### src/rtl/icebus_status_rx.sv
// iCEboard status link receiver: 8N1 UART front end, frame parser with
// CRC16-CCITT check, decoded encoder outputs and link-quality counters.
module icebus_status_rx #(
  parameter int NUMBER_OF_MOTORS = 8,
  parameter int CLOCK_FREQ_HZ    = 50_000_000,
  parameter int BAUDRATE         = 1_000_000,
  parameter int TIMEOUT_BITS     = 20
) (
  input  logic               clk,
  input  logic               reset,
  input  logic               rx_i,
  output logic               status_valid,
  output logic [7:0]         status_motor,
  output logic signed [31:0] encoder0_position,
  output logic signed [31:0] encoder1_position,
  output logic signed [31:0] encoder0_velocity,
  output logic signed [31:0] encoder1_velocity,
  output logic [15:0]        frames_ok,
  output logic [15:0]        frames_bad
);

  // Bit timing; the integer ratio is expected to be at least 8.
  localparam int CLKS_PER_BIT = CLOCK_FREQ_HZ / BAUDRATE;
  localparam int HALF_BIT     = CLKS_PER_BIT / 2;
  localparam int TIMEOUT_CLKS = TIMEOUT_BITS * CLKS_PER_BIT;
  localparam int BIT_CNT_W    = $clog2(CLKS_PER_BIT);
  localparam int IDLE_CNT_W   = $clog2(TIMEOUT_CLKS);

  localparam logic [BIT_CNT_W-1:0]  BIT_LAST     = BIT_CNT_W'(CLKS_PER_BIT - 1);
  localparam logic [BIT_CNT_W-1:0]  HALF_LAST    = BIT_CNT_W'(HALF_BIT - 1);
  localparam logic [IDLE_CNT_W-1:0] TIMEOUT_LAST = IDLE_CNT_W'(TIMEOUT_CLKS - 1);

  // UART receiver states
  localparam logic [1:0] U_IDLE  = 2'd0;
  localparam logic [1:0] U_START = 2'd1;
  localparam logic [1:0] U_DATA  = 2'd2;
  localparam logic [1:0] U_STOP  = 2'd3;

  // Frame parser states
  localparam logic [2:0] P_SYNC0   = 3'd0;
  localparam logic [2:0] P_SYNC1   = 3'd1;
  localparam logic [2:0] P_ID      = 3'd2;
  localparam logic [2:0] P_PAYLOAD = 3'd3;
  localparam logic [2:0] P_CRC_HI  = 3'd4;
  localparam logic [2:0] P_CRC_LO  = 3'd5;

  // CRC16-CCITT (poly 0x1021, MSB first) advanced by one whole byte.
  function automatic logic [15:0] crc16_byte(input logic [15:0] crc_in,
                                             input logic [7:0]  data);
    logic [15:0] c;
    c = crc_in ^ {data, 8'h00};
    for (int i = 0; i < 8; i++) begin
      c = c[15] ? ((c << 1) ^ 16'h1021) : (c << 1);
    end
    return c;
  endfunction

  // Saturating increment for the link-quality counters.
  function automatic logic [15:0] sat_inc16(input logic [15:0] value);
    return (value == 16'hFFFF) ? value : value + 16'd1;
  endfunction

  logic                  rx_p0;
  logic                  rx_p1;
  logic                  rx_p2;
  logic [1:0]            u_state;
  logic [BIT_CNT_W-1:0]  bit_cnt;
  logic [2:0]            bit_idx;
  logic [7:0]            shift_reg;
  logic [7:0]            byte_data;
  logic                  byte_valid;
  logic                  framing_err;

  logic [2:0]            p_state;
  logic [3:0]            byte_idx;
  logic [IDLE_CNT_W-1:0] idle_cnt;
  logic [7:0]            motor_id;
  logic [127:0]          staging;
  logic [15:0]           crc;
  logic [7:0]            crc_hi;
  logic                  in_frame;
  logic                  id_ok;
  logic                  crc_ok;

  assign in_frame = (p_state != P_SYNC0) && (p_state != P_SYNC1);
  assign id_ok    = (32'(motor_id) < 32'(NUMBER_OF_MOTORS));
  assign crc_ok   = ({crc_hi, byte_data} == crc);

  // Stage p0/p1: two-flop synchronizer; p2 holds the previous level for edge detect.
  always_ff @(posedge clk or negedge reset) begin
    if (!reset) begin
      rx_p0 <= 1'b1;
      rx_p1 <= 1'b1;
      rx_p2 <= 1'b1;
    end else begin
      rx_p0 <= rx_i;
      rx_p1 <= rx_p0;
      rx_p2 <= rx_p1;
    end
  end

  // UART bit engine: mid-bit sampling, LSB first, one-cycle byte/framing pulses.
  always_ff @(posedge clk or negedge reset) begin
    if (!reset) begin
      u_state     <= U_IDLE;
      bit_cnt     <= '0;
      bit_idx     <= '0;
      shift_reg   <= '0;
      byte_data   <= '0;
      byte_valid  <= 1'b0;
      framing_err <= 1'b0;
    end else begin
      byte_valid  <= 1'b0;
      framing_err <= 1'b0;
      case (u_state)
        U_IDLE: begin
          if (rx_p2 && !rx_p1) begin
            u_state <= U_START;
            bit_cnt <= '0;
          end
        end
        U_START: begin
          if (bit_cnt == HALF_LAST) begin
            bit_cnt <= '0;
            bit_idx <= '0;
            u_state <= rx_p1 ? U_IDLE : U_DATA;
          end else begin
            bit_cnt <= bit_cnt + BIT_CNT_W'(1);
          end
        end
        U_DATA: begin
          if (bit_cnt == BIT_LAST) begin
            bit_cnt   <= '0;
            shift_reg <= {rx_p1, shift_reg[7:1]};
            if (bit_idx == 3'd7) begin
              u_state <= U_STOP;
            end else begin
              bit_idx <= bit_idx + 3'd1;
            end
          end else begin
            bit_cnt <= bit_cnt + BIT_CNT_W'(1);
          end
        end
        U_STOP: begin
          if (bit_cnt == BIT_LAST) begin
            bit_cnt <= '0;
            u_state <= U_IDLE;
            if (rx_p1) begin
              byte_valid <= 1'b1;
              byte_data  <= shift_reg;
            end else begin
              framing_err <= 1'b1;
            end
          end else begin
            bit_cnt <= bit_cnt + BIT_CNT_W'(1);
          end
        end
        default: u_state <= U_IDLE;
      endcase
    end
  end

  // Parser datapath: ID latch, payload staging and running CRC (no reset needed).
  always_ff @(posedge clk) begin
    if (byte_valid) begin
      case (p_state)
        P_ID: begin
          motor_id <= byte_data;
          crc      <= crc16_byte(16'hFFFF, byte_data);
        end
        P_PAYLOAD: begin
          staging <= {staging[119:0], byte_data};
          crc     <= crc16_byte(crc, byte_data);
        end
        P_CRC_HI: crc_hi <= byte_data;
        default: ;
      endcase
    end
  end

  // Parser control: sync hunt, frame sequencing, timeout, commit and counters.
  always_ff @(posedge clk or negedge reset) begin
    if (!reset) begin
      p_state           <= P_SYNC0;
      byte_idx          <= '0;
      idle_cnt          <= '0;
      status_valid      <= 1'b0;
      status_motor      <= '0;
      encoder0_position <= '0;
      encoder1_position <= '0;
      encoder0_velocity <= '0;
      encoder1_velocity <= '0;
      frames_ok         <= '0;
      frames_bad        <= '0;
    end else begin
      status_valid <= 1'b0;

      if (!in_frame || byte_valid) begin
        idle_cnt <= '0;
      end else begin
        idle_cnt <= idle_cnt + IDLE_CNT_W'(1);
      end

      if (framing_err) begin
        // A broken byte only costs a bad frame once the frame has really started.
        if (in_frame) frames_bad <= sat_inc16(frames_bad);
        p_state <= P_SYNC0;
      end else if (in_frame && !byte_valid && idle_cnt == TIMEOUT_LAST) begin
        frames_bad <= sat_inc16(frames_bad);
        p_state    <= P_SYNC0;
      end else if (byte_valid) begin
        case (p_state)
          P_SYNC0: begin
            if (byte_data == 8'hAA) p_state <= P_SYNC1;
          end
          P_SYNC1: begin
            if (byte_data == 8'h55)      p_state <= P_ID;
            else if (byte_data != 8'hAA) p_state <= P_SYNC0;
          end
          P_ID: begin
            byte_idx <= '0;
            p_state  <= P_PAYLOAD;
          end
          P_PAYLOAD: begin
            if (byte_idx == 4'd15) p_state <= P_CRC_HI;
            else                   byte_idx <= byte_idx + 4'd1;
          end
          P_CRC_HI: p_state <= P_CRC_LO;
          P_CRC_LO: begin
            if (crc_ok && id_ok) begin
              status_valid      <= 1'b1;
              status_motor      <= motor_id;
              encoder0_position <= $signed(staging[127:96]);
              encoder1_position <= $signed(staging[95:64]);
              encoder0_velocity <= $signed(staging[63:32]);
              encoder1_velocity <= $signed(staging[31:0]);
              frames_ok         <= sat_inc16(frames_ok);
            end else begin
              frames_bad <= sat_inc16(frames_bad);
            end
            p_state <= P_SYNC0;
          end
          default: p_state <= P_SYNC0;
        endcase
      end
    end
  end

endmodule

### config.mk
export PLATFORM = sky130hd
export DESIGN_NAME = icebus_status_rx
export DESIGN_NICKNAME = d
export VERILOG_FILES = /design/src/rtl/icebus_status_rx.sv
export SDC_FILE = /design/constraint.sdc
export NUM_CORES = 1
export LEC_CHECK = 0
export CAP_MARGIN = 30
export CORE_MARGIN = 3
export CORE_UTILIZATION = 30
export CTS_CLUSTER_DIAMETER = 40
export DETAILED_ROUTE_END_ITERATION = 7
export GPL_TIMING_DRIVEN = 0
export PLACE_DENSITY_LB_ADDON = 0.08
export SLEW_MARGIN = 10
export SYNTH_ARGS = -nofsm -noshare
export SYNTH_HDL_FRONTEND = slang
export SYNTH_SLANG_ARGS = --single-unit
### constraint.sdc
create_clock -name clk -period 13 [get_ports clk]
set_clock_uncertainty 0.15 [all_clocks]
set_input_delay 2.6 -clock clk [delete_from_list [all_inputs] [get_ports clk]]
set_output_delay 2.6 -clock clk [all_outputs]
set_load 0.005 [all_outputs]
==> flow_metrics.env <==
export IMPL_outcome="complete, no violations"
export IMPL_cts_resized=0
export IMPL_met2_usage=0.2079
export IMPL_max_stage_delay_ns=0.55
export IMPL_start_util=0.3064
export IMPL_final_min_clock_period_ns=4.307
export IMPL_postCtsSetupBuffers=0
export IMPL_clk_pin_slew_ns=0.04
export IMPL_grt_pass1_wl_um=51970
export IMPL_n_antenna_cell=0
export IMPL_synth_top_family_by_area="multiplexers"
export IMPL_setup_violations=0
export IMPL_hp_class="flip-flop to flip-flop"
export IMPL_yosysWarningCount=0
export IMPL_synth_main_ff_cell="dfrtp_1"
export IMPL_cp_start_kind="flip-flop"
export IMPL_syn_nets=919
export IMPL_fin_util=0.4137
export IMPL_fp_dieH_um=225.2
export IMPL_drcViolationCount=0
export IMPL_area_growth_pct=35.03
export IMPL_antenna_left=0
export IMPL_grt_max_degree=80
export IMPL_numClockSinks=378
export IMPL_ir_drop_uv=80.88
export IMPL_drv_slew=0
export IMPL_postSynthAreaPerCell_um2=15.89
export IMPL_wl_um=33040
export IMPL_synthArstFlopShare=0.5767
export IMPL_antenna_found_initial=0
export IMPL_grt_usage=0.1335
export IMPL_synth_xor_area_share=0.05286
export IMPL_whs_ns=0.1979
export IMPL_crit_chain="clkdlybuf4s50_1"
export IMPL_portBuffers=171
export IMPL_grt_pass1_vias=8424
export IMPL_ctsLongestPathBuffers=3
export IMPL_die_area_mm2=0.05071
export IMPL_gr_max_usage_layer="met2"
export IMPL_netlist_area_mm2=0.01441
export IMPL_io_pins=172
export IMPL_endpoint_kind="output port"
export IMPL_worstPathMaxFanout=6
export IMPL_use_met3=0.03699
export IMPL_cellPowerDensity_mw_per_mm2=163.8
export IMPL_cts_tree="done"
export IMPL_fmax_mhz=232.2
export IMPL_grt_met1_usage=0.1784
export IMPL_path_buf_inv=1
export IMPL_synth_cell_types=50
export IMPL_slowest_stage="clkdlybuf4s50_1"
export IMPL_synth_seq_cells=378
export IMPL_power_mw=3.187
export IMPL_cp_arrival_ns=1.56
export IMPL_worstMarginPinSlew_ns=0.8807
export IMPL_die_w_um=225.2
export IMPL_hold_viol_final=0
export IMPL_ff2ff_setup_slack_ns=9.92
export IMPL_drt_iter0_markers=364
export IMPL_synth_top_area_share=0.3733
export IMPL_max_slew_margin_rel=0.4107
export IMPL_grt_setup_unrepaired="no"
export IMPL_cts_htree_levels=3
export IMPL_core_area_mm2=0.04705
export IMPL_synth_area_mux_share=0.1202
export IMPL_nNetsFinal=1168
export IMPL_root_buffer="clkbuf_16"
export IMPL_synth_fa_ha_area_frac=0.007813
export IMPL_place_inst=1691
export IMPL_max_cap_violations=0
export IMPL_post_synth_main_area_contributors="dfrtp_1, edfxtp_1, mux2_1"
export IMPL_layout_drive_gt1_share=0.1663
export IMPL_tns_ns=0
export IMPL_clk_latency_ns=0.57
export IMPL_wire_per_inst_um=18.19
export IMPL_synth_simple_area_share=0.06727
export IMPL_crit_type="flip-flop to output port"
export IMPL_synth_most_common_cell="dfrtp_1"
export IMPL_dr_pass1_iters=4
export IMPL_ys_seq_area_frac=0.7121
export IMPL_period_share=0.3313
export IMPL_vias=8075
export IMPL_cts_hold_buf=0
export IMPL_gp_congestion=0.7404
export IMPL_synth_common_cells="dfrtp_1, edfxtp_1, mux2_1"
export IMPL_largest_reg_flops=128
export IMPL_vias_per_cell=4.447
export IMPL_overflow=0
export IMPL_synth_compound_gate_area_share=0.01953
export IMPL_cp_top_family="buffers and inverters"
export IMPL_top_register="staging"
export IMPL_cts_buffers=70
export IMPL_p_leak_nw=7.680
export IMPL_critPathRequiredTime_ns=10.25
export IMPL_synth_edf_count=160
export IMPL_synth_top_area_cell="dfrtp_1"
export IMPL_synthCells=907
export IMPL_fin_cells=1816
export IMPL_dp_hpwl_um=21720
export IMPL_core_rowCount=79
-- metrics by stage --
stage,cell area [µm²],setup slack [ns]
5_1_grt,19460,8.617
3_5_place_dp,17020,9.269
3_3_place_gp,16880,-1.605
2_1_floorplan,14410,8.525
6_report,19460,8.693
4_1_cts,19460,8.640
-- cells by family after synthesis --
family | count (synthesis)
flops | 378
simple gates | 187
mux | 154
xor+xnor | 87
buf+inv | 48
compound gates | 44
fa+ha+maj | 9
-- report_power, final --
| part | total, mW | switching (mW) | internal, mW |
|---|---|---|---|
| sequential | 1.25 | 0.00579 | 1.25 |
| clock | 1.88 | 0.612 | 1.27 |
| combinational | 0.0563 | 0.0391 | 0.0172 |
-- layer usage --
metal / vias up / wire length, µm
met3: 68 / 1566
li1: 3792 / -
met5: - / 0
met1: 4050 / 15040
met2: 165 / 15470
met4: 0 / 956
-- cell usage in the layout, fill, tap and decap left out, drive strengths merged, types with 9 or more instances in the layout --
master         synthesis  final
inv                   14     21
bufinv                 0     11
o21ai                 17     17
ha                     9      9
mux2                 153    153
and3                  12     12
nand2                 37     37
xor2                  22     22
nand4                 15     15
dfrtp                215    215
a21oi                 13     13
xnor2                 65     65
edfxtp               160    160
buf                   17     24
nand3                 29     29
clkbuf                17    100
nor2                  44     44
clkdlybuf4s50          0    170
nor2b                  9      9
clkinv                 0     18
-- path summary, 6_finish.rpt --
path,from,end,cells past startpoint
min reg2reg,rx_p0,rx_p1,0
max reg2reg,byte_data[4],encoder1_velocity[0],9
min,rx_p0,rx_p1,0
min in group asynchronous,reset,encoder1_position[24],1
max,frames_bad[3],frames_bad[3],1
max in group asynchronous,reset,rx_p0,2
-- cell type report --
class	instances	area [µm²]
Buffer	34	239.0
Clock buffer	83	1903
Clock inverter	42	544.3
Fill cell	4336	27590
Inverter	14	52.55
Multi-Input combinational cell	481	3864
Sequential cell	378	10260
Tap cell	607	759.5
Timing Repair Buffer	177	1838
No activity file was read; power rests on OpenSTA's default activity.
